==> src/rtl/operand_skew_buffer_pkg.sv <==
// Shared constants for the operand skew buffer: default array size, element width
// and the packed width of one lane slice travelling down a delay line.
package operand_skew_buffer_pkg;

    localparam int DEF_N  = 4;
    localparam int DEF_DW = 8;

    // One lane slice is {valid, b_element, a_element}.
    localparam int LANE_W = 2 * DEF_DW + 1;

    function automatic int lane_slice_w(input int dw);
        return 2 * dw + 1;
    endfunction

endpackage

==> src/rtl/operand_skew_buffer_lane_delay.sv <==
// Fixed-depth shift register carrying one lane slice; q is d delayed by DEPTH cycles.
// clr is a synchronous active-high clear of every stage.
module lane_delay #(
    parameter int DEPTH = 1,
    parameter int DW    = 8
) (
    input  logic          i_clk,
    input  logic          clr,
    input  logic [DW-1:0] d,
    output logic [DW-1:0] q
);

    logic [DW-1:0] stage [DEPTH];

    always_ff @(posedge i_clk) begin
        if (clr) begin
            for (int k = 0; k < DEPTH; k++) begin
                stage[k] <= '0;
            end
        end else begin
            stage[0] <= d;
            for (int k = 1; k < DEPTH; k++) begin
                stage[k] <= stage[k-1];
            end
        end
    end

    assign q = stage[DEPTH-1];

endmodule

==> src/rtl/operand_skew_buffer.sv <==
// N-entry operand FIFO feeding a triangular skew stage: lane i of each popped A/B
// entry reaches the array edge i+1 cycles after the pop, with per-lane valid.
module operand_skew_buffer
    import operand_skew_buffer_pkg::*;
#(
    parameter int N  = DEF_N,
    parameter int DW = DEF_DW
) (
    input  logic            i_clk,
    input  logic            i_rst_n,
    input  logic            buff_rst_n,
    input  logic            buff_wr,
    input  logic            buff_rd,
    input  logic [N*DW-1:0] s_axis_a,
    input  logic [N*DW-1:0] s_axis_b,
    output logic            buff_is_full,
    output logic            buff_is_empty,
    output logic [N*DW-1:0] arr_a,
    output logic [N*DW-1:0] arr_b,
    output logic [N-1:0]    arr_valid
);

    localparam int PW = (N > 1) ? $clog2(N) : 1;
    localparam int CW = $clog2(N + 1);
    localparam int SW = lane_slice_w(DW);

    // Push/pop protocol: buff_wr is accepted when not full, or when full but a pop
    // happens in the same cycle; buff_rd pops only when not empty, otherwise it
    // injects a bubble. Neither side is back-pressured beyond that.
    logic [N*DW-1:0] mem_a [N];
    logic [N*DW-1:0] mem_b [N];
    logic [PW-1:0]   wr_ptr, rd_ptr;
    logic [CW-1:0]   count, count_nxt;
    logic            full_q, empty_q;
    logic            clr, do_push, do_pop;
    logic [N*DW-1:0] inj_a, inj_b;
    logic [SW-1:0]   lane_q [N];

    function automatic logic [PW-1:0] ptr_inc(input logic [PW-1:0] p);
        return (p == PW'(N - 1)) ? '0 : p + 1'b1;
    endfunction

    assign clr     = ~i_rst_n | ~buff_rst_n;
    assign do_pop  = buff_rd & ~empty_q;
    assign do_push = buff_wr & (~full_q | do_pop);

    always_comb begin
        count_nxt = count;
        case ({do_push, do_pop})
            2'b10:   count_nxt = count + 1'b1;
            2'b01:   count_nxt = count - 1'b1;
            default: count_nxt = count;
        endcase
    end

    always_ff @(posedge i_clk) begin
        if (clr) begin
            wr_ptr  <= '0;
            rd_ptr  <= '0;
            count   <= '0;
            full_q  <= 1'b0;
            empty_q <= 1'b1;
        end else begin
            if (do_push) wr_ptr <= ptr_inc(wr_ptr);
            if (do_pop)  rd_ptr <= ptr_inc(rd_ptr);
            count   <= count_nxt;
            full_q  <= (count_nxt == CW'(N));
            empty_q <= (count_nxt == '0);
        end
    end

    // Storage is not reset; it is only read on a pop, i.e. after being written.
    always_ff @(posedge i_clk) begin
        if (do_push && !clr) begin
            mem_a[wr_ptr] <= s_axis_a;
            mem_b[wr_ptr] <= s_axis_b;
        end
    end

    assign inj_a = do_pop ? mem_a[rd_ptr] : '0;
    assign inj_b = do_pop ? mem_b[rd_ptr] : '0;

    for (genvar gi = 0; gi < N; gi++) begin : g_lane
        lane_delay #(
            .DEPTH (gi + 1),
            .DW    (SW)
        ) u_lane (
            .i_clk (i_clk),
            .clr   (clr),
            .d     ({do_pop, inj_b[gi*DW +: DW], inj_a[gi*DW +: DW]}),
            .q     (lane_q[gi])
        );
        assign arr_valid[gi]       = lane_q[gi][SW-1];
        assign arr_b[gi*DW +: DW]  = lane_q[gi][2*DW-1:DW];
        assign arr_a[gi*DW +: DW]  = lane_q[gi][DW-1:0];
    end

    assign buff_is_full  = full_q;
    assign buff_is_empty = empty_q;

endmodule

==> config.mk <==
export PLATFORM = sky130hd
export DESIGN_NAME = operand_skew_buffer
export DESIGN_NICKNAME = d
export VERILOG_FILES = /design/src/rtl/operand_skew_buffer_pkg.sv /design/src/rtl/operand_skew_buffer_lane_delay.sv /design/src/rtl/operand_skew_buffer.sv
export SDC_FILE = /design/constraint.sdc
export NUM_CORES = 1
export LEC_CHECK = 0
export CAP_MARGIN = 10
export CORE_ASPECT_RATIO = 1.25
export CORE_MARGIN = 1.5
export CORE_UTILIZATION = 51
export DETAILED_ROUTE_END_ITERATION = 8
export PLACE_DENSITY = 0.8
export SKIP_CTS_REPAIR_TIMING = 1
export SYNTH_ARGS = -nofsm -noshare
export SYNTH_HDL_FRONTEND = slang
export SYNTH_SLANG_ARGS = --single-unit
==> constraint.sdc <==
create_clock -name i_clk -period 2.8 [get_ports i_clk]
set_input_delay 0.56 -clock i_clk [delete_from_list [all_inputs] [get_ports i_clk]]
set_output_delay 0.56 -clock i_clk [all_outputs]
set_load 0.01 [all_outputs]
==> reports/metrics.yaml <==
status: "finished, final reports clean"
ys_top_cells_by_area: "edfxtp_1 52%, dfxtp_1 24%, mux4_2 9.2%"
dpl_worst_slack_ps: -107
fillerInstances: 2034
worst_ep_arrival_time_ps: 2750
report.final.slew_viol_count: 0
dieWidth_microns: 155
synthesis.nets: 880
synth_seq_cells: 431
cts.path.max_buffers: 3
worst_path_most_repeated_cell: "a21oi_1"
groute.usage.overall: 0.175
fraction_of_layout_cells_with_a_size_suffix_above_1: 0.159
clock_sink_count: 431
worstPathMaxFanout: 3
mappedNetlistArea_sq_um: 14700
fin_nets: 975
ctsHtreeMaxLevel: 2
crit_path_max_incr_delay_ps: 460
clkSlewWorstSetupHoldPaths_ps: 70
synthArstFlopShare: 0
die_h_microns: 193
max_freq_ghz: 0.422
synth.most_common_cell: "edfxtp_1"
synthesis.yosys.warnings: 0
boundaryPins: 139
final_min_period_over_clock_period: 0.847
worst_path_required_time_ps: 3180
wire_length_per_cell_after_detailed_routing_microns: 19.7
maxCapViolCount: 0
core_sq_um: 28300
antenna_violations_before_repair: 2
worst_path_max_delay_cell: "clkdlybuf4s50_1"
path_cells: "clkdlybuf4s50_1 -> nand2b_1 -> a21boi_2 -> inv_1 -> ha_1 -> fa_1 -> xnor2_1 -> or3_1 -> a21oi_1 -> a21oi_1"
regArea_sq_um: 11200
worstSetupStartpointType: "input port"
area_growth_syn_to_layout_pct: 18.3
netlist_instances: 804
synth.largest_area_cell: "edfxtp_1"
buffer_ports.inserted: 138
initialDrtViolationCount: 396
routed-via-count: 6852
vdd_drop_max_mv: 0.424
dp.final_hpwl_microns: 14200
rows: 69
dieArea_sq_um: 29800
grt_pass1_vias: 7160
clkLatencyLatePin_ps: 520
fin_cells: 1286
report.final.hold_viol_count: 0
p_per_area_nw_per_um2: 711
postLayoutSetupSlackWorst_ps: 428
tritoncts: "yes"
hold_class: "reg2reg"
max_slew.worst_pin.slew_ps: 808
grt_max_degree: 100
finalInstanceArea_sq_um: 17300
post_layout_minimum_cycle_time_ps: 2370
critPathCaptureType: "register"
drc_errors: 0
postRouteAntennaNets: 0
synth-edff-count: 256
synth_top_area_share: 0.524
p_total_mw: 12.3
rsz0062_at_grt: "false"
cts_made_buffers: 39
post_drt_via_cell_ratio: 5.33
post_synth.cell_area_avg_sq_um: 18.2
timing.clock.skew_ps: 8.36
timing_worst_setup_path_type: "in2reg"
pre_repair_dr_iteration_count: 4
globalRoute.totalOverflow: 0
area_of_combinational_cells_with_multiple_inputs_sq_um: 2790
start_util: 0.518
gpl.final_weighted_congestion: 0.708
route.final.wire_length_microns: 25300
dpl-instance-area_sq_um: 16100
clock-root-buffer: "clkbuf_16"
global_route_wire_length_before_repair_microns: 39200
power_leakage_nw: 6.44
yosys-top-cells-count: "256 x edfxtp_1, 175 x dfxtp_1, 167 x and3_1"
unique_masters_post_synth: 28
ys_seq_area_frac: 0.763
setup_viol_count_final: 0
placedCellCount: 1213
tns_setup_ps: 0
synthFlopType: "edfxtp_1"
maxSlewHeadroom: 0.461
## layout make-up
| cell class | count | share of cell area |
|---|---|---|
| Clock inverter | 15 | 0.00743 |
| Inverter | 4 | 0.000865 |
| Timing Repair Buffer | 156 | 0.0933 |
| Multi-Input combinational cell | 267 | 0.161 |
| Sequential cell | 431 | 0.646 |
| Tap cell | 355 | 0.0256 |
| Clock buffer | 56 | 0.0664 |
| Antenna cell | 2 | 0.000288 |
## through the flow
| stage | utilization | hold slack (ps) |
|---|---|---|
| final | 0.613 | 459 |
| after global routing | 0.613 | 473 |
| after CTS | 0.612 | 461 |
| after detailed placement | 0.567 | 450 |
| after global placement | 0.567 | 446 |
| after floorplan | - | 444 |
## routing by layer
| metal | up-vias | wire length [microns] | global-route usage |
|---|---|---|---|
| li1 | 3188 | - | - |
| met3 | 48 | 1310 | 0.0335 |
| met5 | - | 0 | 0 |
| met2 | 185 | 13000 | 0.305 |
| met4 | 0 | 632 | 0.0743 |
| met1 | 3431 | 10400 | 0.214 |
## sequential cells by signal (all words and copies together), names as in the netlist, named ones only
signal	count
g_lane.u_lane.stage	164
mem_a	128
mem_b	128
count	3
rd_ptr	2
wr_ptr	2
buff_is_empty	1
buff_is_full	1
## kinds of logic after synthesis
kind of cell	after synthesis	synth area share
flip-flops	431	0.763
AND/OR/NAND/NOR	184	0.0766
buffers and inverters	106	0.0485
multiplexers	67	0.101
AO/OA/AOI/OAI	7	0.00281
adder cells (fa/ha/maj)	7	0.00648
XOR/XNOR	2	0.00119
## critical path: cells and delay by family
kind                     cells  cell delay, ps
adder cells (fa/ha/maj)      2             640
XOR/XNOR                     1             150
AO/OA/AOI/OAI                3             480
buffers and inverters        2             530
AND/OR/NAND/NOR              2             390
## where the power goes
| part | switching (mW) | internal [mW] | leakage (nW) |
|---|---|---|---|
| Sequential | 0.0177 | 6.76 | 3.72 |
| Combinational | 0.180 | 0.166 | 2.09 |
| Clock | 2.16 | 3.05 | 0.627 |
| Total | 2.36 | 9.98 | 6.44 |
## path summary, 6_finish.rpt
| path | to | depth (start not counted) | from | slack, ps |
|---|---|---|---|---|
| worst max register to register | buff_is_empty$_SDFF_PP1_ | 9 | buff_is_empty$_SDFF_PP1_ | 530 |
| worst min-delay path | g_lane[3].u_lane.stage[0][62]$_SDFF_PP0_ | 1 | g_lane[3].u_lane.stage[0][45]$_SDFF_PP0_ | 460 |
| worst max-delay path | buff_is_empty$_SDFF_PP1_ | 10 | buff_rd | 430 |
| worst min register to register | g_lane[3].u_lane.stage[0][62]$_SDFF_PP0_ | 1 | g_lane[3].u_lane.stage[0][45]$_SDFF_PP0_ | 460 |
## cell usage in the layout (no fill, tap or decap), types with 7 or more instances in the layout
cell type          n
clkbuf_16         41
clkbuf_8           7
nor2_1             8
edfxtp_1         256
mux4_2            60
buf_12             9
clkdlybuf4s50_1  136
dfxtp_1          173
and3_1           163
buf_4              9
clkbuf_1           8
(Power assumes the default switching activity.)
